File: src/rtl/vram_pkg.sv
// Shared definitions for the video RAM arbiter: widths, region bases and
// the CPU read state machine encoding.
package vram_pkg;

    // 8 KB video RAM, byte wide.
    localparam int VRAM_AW = 13;
    localparam int VRAM_DW = 8;

    // Pixel data occupies 0x0000-0x17FF, character attributes 0x1800-0x1AFF.
    // Everything above 0x1AFF is still ordinary RAM; there is no wrap logic.
    localparam logic [VRAM_AW-1:0] PIX_BASE  = 13'h0000;
    localparam logic [VRAM_AW-1:0] ATTR_BASE = 13'h1800;

    // CPU read sequencing: wait for a free slot, then capture the BRAM data.
    typedef enum logic [1:0] {
        IDLE    = 2'd0,
        RD_WAIT = 2'd1,
        RD_DATA = 2'd2
    } rd_state_t;

endpackage

File: src/rtl/vram_wbuf.sv
// One-entry posted-write buffer. The CPU write is captured here and drained
// into the BRAM on the first cycle the video port leaves the slot free.
// The address comparator lets a CPU read of the buffered location be served
// straight from the buffer.
module vram_wbuf
    import vram_pkg::*;
#(
    parameter int AW = VRAM_AW,
    parameter int DW = VRAM_DW
) (
    input  logic          clock,
    input  logic          reset,
    input  logic          load,
    input  logic [AW-1:0] load_a,
    input  logic [DW-1:0] load_d,
    input  logic          drain,
    input  logic [AW-1:0] cmp_a,
    output logic          valid,
    output logic [AW-1:0] a,
    output logic [DW-1:0] d,
    output logic          hit
);

    // Buffer entry: a load in the same cycle as a drain refills the entry,
    // so the new write takes precedence over clearing valid.
    always_ff @(posedge clock) begin
        // NOTE: state registers use non-blocking assignments so every flop
        // samples the pre-edge values regardless of statement order.
        if (reset) begin
            valid <= 1'b0;
            a     <= '0;
            d     <= '0;
        end else if (load) begin
            valid <= 1'b1;
            a     <= load_a;
            d     <= load_d;
        end else if (drain) begin
            valid <= 1'b0;
        end
    end

    // Forwarding match: only a live entry can satisfy a read.
    assign hit = valid && (a == cmp_a);

endmodule

File: src/rtl/vram_arbiter.sv
// Single-port video RAM arbiter. The video fetch port always owns the BRAM
// slot when it asks; CPU writes are posted through a one-entry buffer and
// CPU reads wait for a cycle nobody else wants. Video data comes back one
// cycle after the request, unconditionally.
module vram_arbiter
    import vram_pkg::*;
#(
    parameter int AW = VRAM_AW,
    parameter int DW = VRAM_DW
) (
    input  logic          clock,
    input  logic          reset,
    // video fetch port
    input  logic          vid_req,
    input  logic [AW-1:0] vid_a,
    output logic [DW-1:0] vid_rdata,
    output logic          vid_valid,
    // CPU data bus
    input  logic [AW-1:0] cpu_a,
    input  logic [DW-1:0] cpu_wd,
    input  logic          cpu_we,
    input  logic          cpu_rd,
    output logic [DW-1:0] cpu_rdata,
    output logic          cpu_ready,
    // BRAM port
    output logic [AW-1:0] ram_a,
    output logic [DW-1:0] ram_wd,
    output logic          ram_we,
    input  logic [DW-1:0] ram_q
);

    rd_state_t     state;
    rd_state_t     state_next;

    logic          wb_valid;
    logic [AW-1:0] wb_a;
    logic [DW-1:0] wb_d;
    logic          wb_hit;
    logic          wb_load;
    logic          wb_drain;

    logic [AW-1:0] rd_a;
    logic          rd_a_load;
    logic          rd_issue;
    logic          rd_capture;

    logic          cpu_free;
    logic          rd_start;
    logic          fwd;

    logic [AW-1:0] ram_a_hold;

    // ------------------------------------------------------------------
    // Request qualification
    // ------------------------------------------------------------------

    // The cycle carrying cpu_ready still sees the old request held high, so
    // new requests are only taken once the pulse has passed.
    assign cpu_free = (state == IDLE) && !cpu_ready;

    // The buffer gives its entry to the BRAM whenever video is quiet.
    assign wb_drain = wb_valid && !vid_req;

    // A write enters the buffer if it is empty or emptying this cycle.
    assign wb_load  = cpu_free && cpu_we && (!wb_valid || wb_drain);

    // A simultaneous write wins over a read.
    assign rd_start = cpu_free && cpu_rd && !cpu_we;

    // A read of the buffered address is answered from the buffer directly.
    assign fwd      = rd_start && wb_hit;

    // The read owns the slot only once video and the buffer are both idle,
    // which also guarantees a buffered write lands before any read issues.
    assign rd_issue = (state == RD_WAIT) && !vid_req && !wb_valid;

    vram_wbuf #(
        .AW (AW),
        .DW (DW)
    ) u_wbuf (
        .clock  (clock),
        .reset  (reset),
        .load   (wb_load),
        .load_a (cpu_a),
        .load_d (cpu_wd),
        .drain  (wb_drain),
        .cmp_a  (cpu_a),
        .valid  (wb_valid),
        .a      (wb_a),
        .d      (wb_d),
        .hit    (wb_hit)
    );

    // ------------------------------------------------------------------
    // BRAM slot mux: video, then buffered write, then pending read
    // ------------------------------------------------------------------

    // Priority mux for the single BRAM port; idle cycles keep the last address.
    always_comb begin
        // NOTE: every output gets a default before the priority chain so no
        // path leaves a signal unassigned and no latch is inferred.
        ram_a  = ram_a_hold;
        ram_we = 1'b0;
        ram_wd = wb_d;
        if (reset) begin
            ram_a = '0;
        end else if (vid_req) begin
            ram_a = vid_a;
        end else if (wb_valid) begin
            ram_a  = wb_a;
            ram_we = 1'b1;
        end else if (state == RD_WAIT) begin
            ram_a = rd_a;
        end
    end

    // Remember the address driven last cycle so idle cycles do not toggle it.
    always_ff @(posedge clock) begin
        if (reset) begin
            ram_a_hold <= '0;
        end else begin
            ram_a_hold <= ram_a;
        end
    end

    // ------------------------------------------------------------------
    // CPU read state machine
    // ------------------------------------------------------------------

    // State register.
    always_ff @(posedge clock) begin
        if (reset) begin
            state <= IDLE;
        end else begin
            state <= state_next;
        end
    end

    // Next-state decode and the strobes that load the read datapath.
    always_comb begin
        state_next = state;
        rd_a_load  = 1'b0;
        rd_capture = 1'b0;
        unique case (state)
            IDLE: begin
                if (rd_start && !wb_hit) begin
                    state_next = RD_WAIT;
                    rd_a_load  = 1'b1;
                end
            end
            RD_WAIT: begin
                if (rd_issue) begin
                    state_next = RD_DATA;
                end
            end
            RD_DATA: begin
                rd_capture = 1'b1;
                state_next = IDLE;
            end
            default: begin
                state_next = IDLE;
            end
        endcase
    end

    // ------------------------------------------------------------------
    // Registered outputs and read datapath
    // ------------------------------------------------------------------

    // CPU completion pulse, read data capture and latched read address.
    always_ff @(posedge clock) begin
        if (reset) begin
            cpu_ready <= 1'b0;
            cpu_rdata <= '0;
            rd_a      <= '0;
        end else begin
            cpu_ready <= wb_load || fwd || rd_capture;
            if (fwd) begin
                cpu_rdata <= wb_d;
            end else if (rd_capture) begin
                cpu_rdata <= ram_q;
            end
            if (rd_a_load) begin
                rd_a <= cpu_a;
            end
        end
    end

    // Video data qualifier trails the request by the BRAM read latency.
    always_ff @(posedge clock) begin
        if (reset) begin
            vid_valid <= 1'b0;
        end else begin
            vid_valid <= vid_req;
        end
    end

    // BRAM output goes straight to the scan-out stage.
    assign vid_rdata = ram_q;

endmodule

File: config.mk
export PLATFORM = sky130hd
export DESIGN_NAME = vram_arbiter
export DESIGN_NICKNAME = d
export VERILOG_FILES = /design/src/rtl/vram_pkg.sv /design/src/rtl/vram_wbuf.sv /design/src/rtl/vram_arbiter.sv
export SDC_FILE = /design/constraint.sdc
export NUM_CORES = 1
export LEC_CHECK = 0
export ABC_AREA = 1
export CORE_MARGIN = 2
export CORE_UTILIZATION = 47
export DETAILED_ROUTE_END_ITERATION = 12
export MAX_ROUTING_LAYER = met4
export PLACE_DENSITY = 0.8
export SLEW_MARGIN = 20
export SYNTH_ARGS = -nofsm -noshare
export SYNTH_HDL_FRONTEND = slang
export SYNTH_SLANG_ARGS = --single-unit
File: constraint.sdc
create_clock -name clock -period 2.7 [get_ports clock]
set_clock_uncertainty 0.2 [all_clocks]
set_input_delay 0.81 -clock clock [delete_from_list [all_inputs] [get_ports clock]]
set_output_delay 0.81 -clock clock [all_outputs]
set_load 0.01 [all_outputs]
==> run summary, run 1 <==
Clocking
• 0 — Post-CTS Hold Fix Bufs
• 0.34 ns — clock latency on the worst-skew pair
• 2 — Max Buffers Root-to-Sink
• 60 — count of clock tree sinks
• done — clock tree from TritonCTS
• 0.06 ns — CTS clk-pin slew, worst paths
• 3 — H-Tree Depth
• clkbuf_8 — Clock Tree Root
• 9 — number of CTS-inserted buffers

Synth
• 0 — share of the synthesized netlist area taken by xor and xnor gates
• 0 — Yosys warnings
• 0.2735 — post-synthesis share of cell area spent on and, or, nand and nor gates
• 7.027 µm² — per-instance average area after synthesis
• dfxtp_1 — top flip-flop cell by instance count after synthesis
• 60 — synthesis-stage register bit count
• dfxtp_1 — top cell type by total area after synthesis
• 0.4129 — share of the synthesized area in the top cell type
• 0.4129 — sequential fraction of the synthesis area
• 28 — Yosys cell types
• 461 — net count of the mapped netlist
• 0 — area share of fa/ha/maj cells after synthesis
• 0.002909 mm² — area of the mapped netlist
• 0 — Post-synth EDFFs
• 0.2060 — share of the synthesized area in compound gates (AO/OA/AOI/OAI)
• 0 — Synth async-reset ratio
• 89 x nand2_1, 60 x dfxtp_1, 43 x nor2_1 — most common library cells after synthesis
• 0 — mux contribution to synthesized area
• nand2_1 — library cell with the highest instance count after synthesis
• dfxtp_1 41%, nand2_1 11%, o21ai_0 6.2% — leading cell types by total area after synthesis
• simple AND/OR/NAND/NOR gates — combinational family with the most area after synthesis
• 414 — cell count after synthesis

Critical path
• ram_a_hold[12]$_SDFF_PP0_ — Reg-to-Reg End
• primary input — Worst setup SP type
• 6 — largest fanout on the critical path
• 1.69 ns — Data required, critical path
• -0.04 ns — setup slack of the worst register-to-register path
• state[0]$_SDFFE_PP0P_ — launch point of the worst reg-to-reg path
• primary input to primary output — Crit Path Class
• 18 — cell depth of the worst flop-to-flop path
• primary output — Worst setup EP type
• 1.87 ns — data arrival time at the worst-slack endpoint

Placement
• -0.9618 ns — worst slack, placed
• 86 — quantity of I/O buffers inserted on ports
• 6136 µm — half-perimeter wire length after detailed placement
• 582 — Placed Cells incl. Taps
• 0.8712 — GPL Wtd Cong

Timing
• 2.879 ns — final critical delay including setup and external delays
• 0 — number of hold-slack violations in the final timing report
• 0.5886 ns — Worst Tran Pin Value
• 0 — number of pins with negative max-slew slack in the final report
• yes — RSZ-0062 raised after global routing
• 347.4 MHz — Fmax achieved
• 1.066 — final cycle utilization of the critical path
• 0.6061 — Slew HR
• 13 — final-report setup violation count
• -0.1789 ns — slack of the critical path

Floorplan
• 87 — count of pins on the block boundary
• 82.68 µm — Die Span Y
• 28 — Site Rows
• 82.68 µm — Die Span X
• 0.006835 mm² — Die Outline Area
• 0.4884 — starting density of the core
• 0.005956 mm² — area of the core

Global route
• 14790 µm — global-route wire length before repair
• 37 — pin count of the biggest net entering global routing
• 0.3014 — all-layer global routing usage
• 0 — Remaining Overflow, GRT
• 0 — initial antenna violation count
• 3054 — via count of the first global-routing pass

Finish
• 599 — Final #Nets
• 0.2857 — ratio of cells with drive above 1 in the final layout
• 59.61% — area added between synthesis and finish
• 0 — number of diodes
• 628 — Non-Filler Instances

Detailed routing
• 17.30 µm — average wire per standard cell
• 417 — count of routing violations after the opening detailed-route iteration
• 0 — DRC Markers
• 3528 — routed vias
• 5.618 — average via count per standard cell
• 5 — First-pass DRT Iterations
• 0 — Antenna Nets Post-Route
• 10870 µm — total detailed-routing wirelength

Worst hold path
• u_wbuf.d[3]$_SDFFE_PP0P_ — destination of the worst hold path
• 2 — cell depth of the worst min-delay path
• register to register — worst hold-check path type
• u_wbuf.d[3]$_SDFFE_PP0P_ — hold path start

Pwr
• 0.0003177 V — largest vdd supply drop
• 494.6 mW/mm² — Power Density
• 1.962 nW — leakage power summed over all cells

Outcome
• setup timing — failing checks
• finished, violations left — status

Flow run
• 0 — max-capacitance violation count

per-layer routing:
| layer | track usage | wire length (µm) | vias up |
|---|---|---|---|
| li1 | - | - | 1632 |
| met1 | 0.3628 | 4097 | 1592 |
| met2 | 0.4750 | 5111 | 252 |
| met3 | 0.08370 | 1167 | 52 |
| met4 | 0.1279 | 490 | 0 |
| met5 | - | 0 | - |
report_power, final:
part           leakage, nW  internal [mW]  switching (mW)
clock               0.0743          0.338           0.328
sequential           0.494          0.955          0.0617
combinational         1.39          0.303           0.310
total                 1.96           1.60           0.700
stage by stage:
stage               cell area [µm²]  setup TNS, ns  hold slack [ns]    util  total power [mW]
floorplan                      2975              0           0.2433       -             1.264
global placement               4083         -12.06           0.2635  0.6855             1.496
detailed placement             4083         -13.14           0.2686  0.6855             1.510
CTS                            4474        -0.5110           0.2770  0.7513             2.212
global route                   4643         -1.692           0.2960  0.7796             2.382
finish                         4643         -1.244           0.2770  0.7796             2.297
cells by family (layout without fill, tap and decap cells):
| family | after synthesis | in the layout |
|---|---|---|
| buffers and inverters | 69 | 208 |
| and+or+nand+nor | 175 | 175 |
| DFF | 60 | 60 |
| AOI/OAI and AO/OA | 110 | 110 |
critical path: stages:
cell and delay, ns:
buf_8 0.10, nor2_4 0.10, buf_8 0.15, buf_12 0.11, inv_8 0.04, nor2_4 0.15, o21ai_4 0.09, a31oi_2 0.14
buf_2 0.17
what timing repair did:
item / in CTS / in global routing
cloned: 2 / 1
pin swaps: 8 / 13
resized for setup: 113 / 19
setup endpoints to repair: 22 / 15
buffers inserted: 20 / 11
placed cells by master (no fill, tap or decap), drive strengths merged:
cell type,Yosys,layout
or2,2,2
o21bai,5,5
clkinv,1,1
a21oi,31,31
a31oi,26,26
clkbuf,14,13
nand2,94,94
nand4,8,8
inv,40,41
nor2,57,57
bufbuf,0,1
o21ai,48,48
dfxtp,60,60
nand3,12,12
nand3b,1,1
clkdlybuf4s50,0,62
dlygate4sd2,0,9
buf,14,81
nor3,1,1
sequential cells by signal, summed over array words and instances, names as in the netlist:
| name | flops |
|---|---|
| ram_a_hold | 13 |
| rd_a | 13 |
| u_wbuf.a | 13 |
| cpu_rdata | 8 |
| u_wbuf.d | 8 |
| state | 2 |
| cpu_ready | 1 |
| u_wbuf.valid | 1 |
| vid_valid | 1 |
how the worst max path moves through the flow:
stage | from | slack [ns] | cells past startpoint | to
floorplan | vid_req | 0.004 | 7 | ram_a[10]
global placement | vid_req | -0.82 | 7 | ram_a[9]
detailed placement | vid_req | -0.96 | 7 | ram_a[8]
CTS | vid_req | -0.09 | 9 | ram_a[7]
global route | vid_req | -0.21 | 9 | ram_a[8]
finish | vid_req | -0.18 | 9 | ram_a[8]
cell type report:
| type | instances | area (µm²) |
|---|---|---|
| flip-flops and latches | 60 | 1201 |
| clock buffers | 12 | 145.1 |
| inverters | 41 | 161.4 |
| repair buffers | 154 | 1391 |
| multi-input cells | 285 | 1639 |
| well taps | 75 | 93.84 |
| fillers | 393 | 1313 |
| repair inverters | 1 | 11.26 |
Note: power is estimated with default switching activity, not from simulation.
==> run 2, diff against run 1 <==
==> constraint.sdc (replaced) <==
create_clock -name clock -period 3.3 [get_ports clock]
set_clock_uncertainty 0.2 [all_clocks]
set_input_delay 0.99 -clock clock [delete_from_list [all_inputs] [get_ports clock]]
set_output_delay 0.99 -clock clock [all_outputs]
set_load 0.01 [all_outputs]
==> run summary, run 2 (synthesis gave the netlist of run 1 again) <==
Pwr
• 1.813 mW — PnR Total Power, -21%
• 448.7 mW/mm² — Power Density, -9.3%
• 0.207 — combinational group share of total power, -0.060
• 0.2776 — switching share of power, -0.02714
• 0.341 — clock share of power, +0.051
• 0.453 — share of total power in sequential cells, +0.010
• 1.310 mW — cell internal pwr, -18%
• 0.5031 mW — NetSw, -28%
• 0.0003467 V — largest vdd supply drop, +9.1%
• 1.730 nW — leakage power summed over all cells, -12%

Critical path
• 1.35 ns — setup slack of the worst register-to-register path, +1.39 ns
• clkdlybuf4s50_1 — most common cell type on the critical path
• u_wbuf.a[6]$_SDFFE_PP0P_ — launch point of the worst reg-to-reg path
• buffers and inverters — kind of cell adding the most delay to the critical path
• 2 — largest fanout on the critical path, -4
• primary output — Worst setup EP type
• 0.54 ns — biggest cell delay along the critical path, +0.37 ns
• clkdlybuf4s50_1 > clkdlybuf4s50_1 — sequence of cells on the critical path
• primary input to primary output — Crit Path Class
• 2 — buffering stage count on the worst path with inverters included, -3
• 11 — cell depth of the worst flop-to-flop path, -7
• rd_a[3]$_SDFFE_PP0P_ — Reg-to-Reg End
• primary input — Worst setup SP type
• 2.11 ns — Data required, critical path, +0.42 ns
• clkdlybuf4s50_1 — cell at the slowest stage of the critical path
• 2.02 ns — data arrival time at the worst-slack endpoint, +0.15 ns

Timing
• 0.8199 ns — Worst Tran Pin Value, +0.2313 ns
• 0 — number of hold-slack violations in the final timing report, unchanged
• 311.4 MHz — Fmax achieved
• 0.9730 — final cycle utilization of the critical path
• no — RSZ-0062 raised after global routing
• 0 — final-report setup violation count, -13
• 0.4528 — Slew HR, -0.1533
• 0 ns — TNS Setup, +1.244 ns
• 3.211 ns — final critical delay including setup and external delays
• 0 — number of pins with negative max-slew slack in the final report, unchanged
• 0.2780 ns — worst slack on hold paths, +0.0009810 ns

Clocking
• 0.06 ns — CTS clk-pin slew, worst paths, about the same
• 2 — Max Buffers Root-to-Sink, unchanged
• 3 — H-Tree Depth, unchanged
• 0.34 ns — clock latency on the worst-skew pair, about the same
• 0 — Post-CTS Setup Repair Bufs, -100%
• 0 — Post-CTS Hold Fix Bufs, unchanged
• 9 — number of CTS-inserted buffers, unchanged
• done — clock tree from TritonCTS
• clkbuf_8 — Clock Tree Root
• 60 — count of clock tree sinks, unchanged

Finish
• nand2_1 — leading cell type in the layout, fill and taps excluded
• 38.88% — area added between synthesis and finish
• 556 — Final #Nets, -7.2%
• 0 — number of diodes, unchanged
• ram_a_hold (13), rd_a (13), u_wbuf.a (13) — largest registers
• 588 — Non-Filler Instances, -6.4%
• 0.1598 — ratio of cells with drive above 1 in the final layout, -0.1259
• 513 — Fillers, +31%
• 89 x nand2_1, 71 x clkdlybuf4s50_1, 60 x dfxtp_1, 41 x nor2_1, 35 x inv_1 — most used cells in the layout excluding fill and tap cells

Floorplan
• 0.005956 mm² — area of the core, unchanged
• 0.4884 — starting density of the core, unchanged
• 82.68 µm — Die Span Y, unchanged
• 87 — count of pins on the block boundary, unchanged
• 28 — Site Rows, unchanged
• 0.006835 mm² — Die Outline Area, unchanged
• 82.68 µm — Die Span X, unchanged

Placement
• 86 — quantity of I/O buffers inserted on ports, unchanged
• 573 — Placed Cells incl. Taps, -1.5%
• 5953 µm — half-perimeter wire length after detailed placement, -3.0%
• 0.9371 — GPL Wtd Cong, +7.6%

Detailed routing
• 3870 µm — met2 wire length, -24%
• met4 — top sig layer
• 0 — DRC Markers, unchanged
• 3032 — routed vias, -14%
• 7 — First-pass DRT Iterations, +2
• 13.89 µm — average wire per standard cell, -20%
• 203 — count of routing violations after the opening detailed-route iteration, -51%
• 5.156 — average via count per standard cell, -8.2%
• 0 — Antenna Nets Post-Route, unchanged
• 473 µm — met3 wire len, -59%
• 3749 µm — sum of routed wire segments on met1, -8.5%
• 8169 µm — total detailed-routing wirelength, -25%

Worst hold path
• u_wbuf.d[4]$_SDFFE_PP0P_ — destination of the worst hold path
• u_wbuf.d[4]$_SDFFE_PP0P_ — hold path start
• register to register — worst hold-check path type
• 2 — cell depth of the worst min-delay path, unchanged

Outcome
• completed — status

Global route
• 12550 µm — global-route wire length before repair, -15%
• 0 — initial antenna violation count, unchanged
• 2679 — via count of the first global-routing pass, -12%
• 0.2538 — all-layer global routing usage, -0.04767
• 0 — Remaining Overflow, GRT, unchanged
• 35 — pin count of the biggest net entering global routing, -5.4%

Flow run
• 0 — max-capacitance violation count, unchanged

run 2: worst max-delay path by stage:
stage	cells past startpoint	slack (ns)	endpoint	from
finish	2	0.09	vid_rdata[1]	ram_q[1]
global route	2	0.05	vid_rdata[1]	ram_q[1]
CTS	8	0.01	ram_a[12]	vid_req
detailed placement	8	-0.63	ram_a[1]	vid_req
global placement	8	-0.59	ram_a[0]	vid_req
floorplan	7	0.13	ram_a[10]	vid_req
run 2: routing by layer:
layer,GRT usage,vias to the layer above
li1,-,1550
met1,0.3396,1382
met2,0.3815,92
met3,0.07065,8
met4,0.06230,0
met5,-,-
run 2: power groups by stage:
| stage | combinational (mW) | sequential [mW] | clock, mW |
|---|---|---|---|
| global route | 0.412 | 0.824 | 0.667 |
| floorplan | 0.199 | 0.827 | 0 |
| global placement | 0.370 | 0.832 | 0 |
| detailed placement | 0.378 | 0.833 | 0 |
| finish | 0.375 | 0.820 | 0.618 |
| CTS | 0.372 | 0.818 | 0.628 |
run 2: layout make-up:
cell class              count  area [µm²]  area share
multi-input cells         285        1400      0.3465
flip-flops and latches     60        1201      0.2973
repair buffers            112        1001      0.2478
clock buffers              14       182.7     0.04522
inverters                  41       156.4     0.03871
well taps                  75       93.84     0.02323
clock inverters             1       5.005    0.001239
run 2: through the flow:
step / area (µm²) / worst slack (ns) / utilization
after floorplan: 2909 / 0.1303 / -
after global placement: 3913 / -0.5892 / 0.6569
after detailed placement: 3913 / -0.6299 / 0.6569
after CTS: 4039 / 0.01333 / 0.6782
after global routing: 4040 / 0.05107 / 0.6784
final: 4040 / 0.08919 / 0.6784
run 2: repair_timing:
action / CTS / global route
hold endpoints to repair: 0 / 0
pin swaps: 2 / 4
endpoints found under the setup margin: 14 / 13
gates resized for setup: 59 / 8
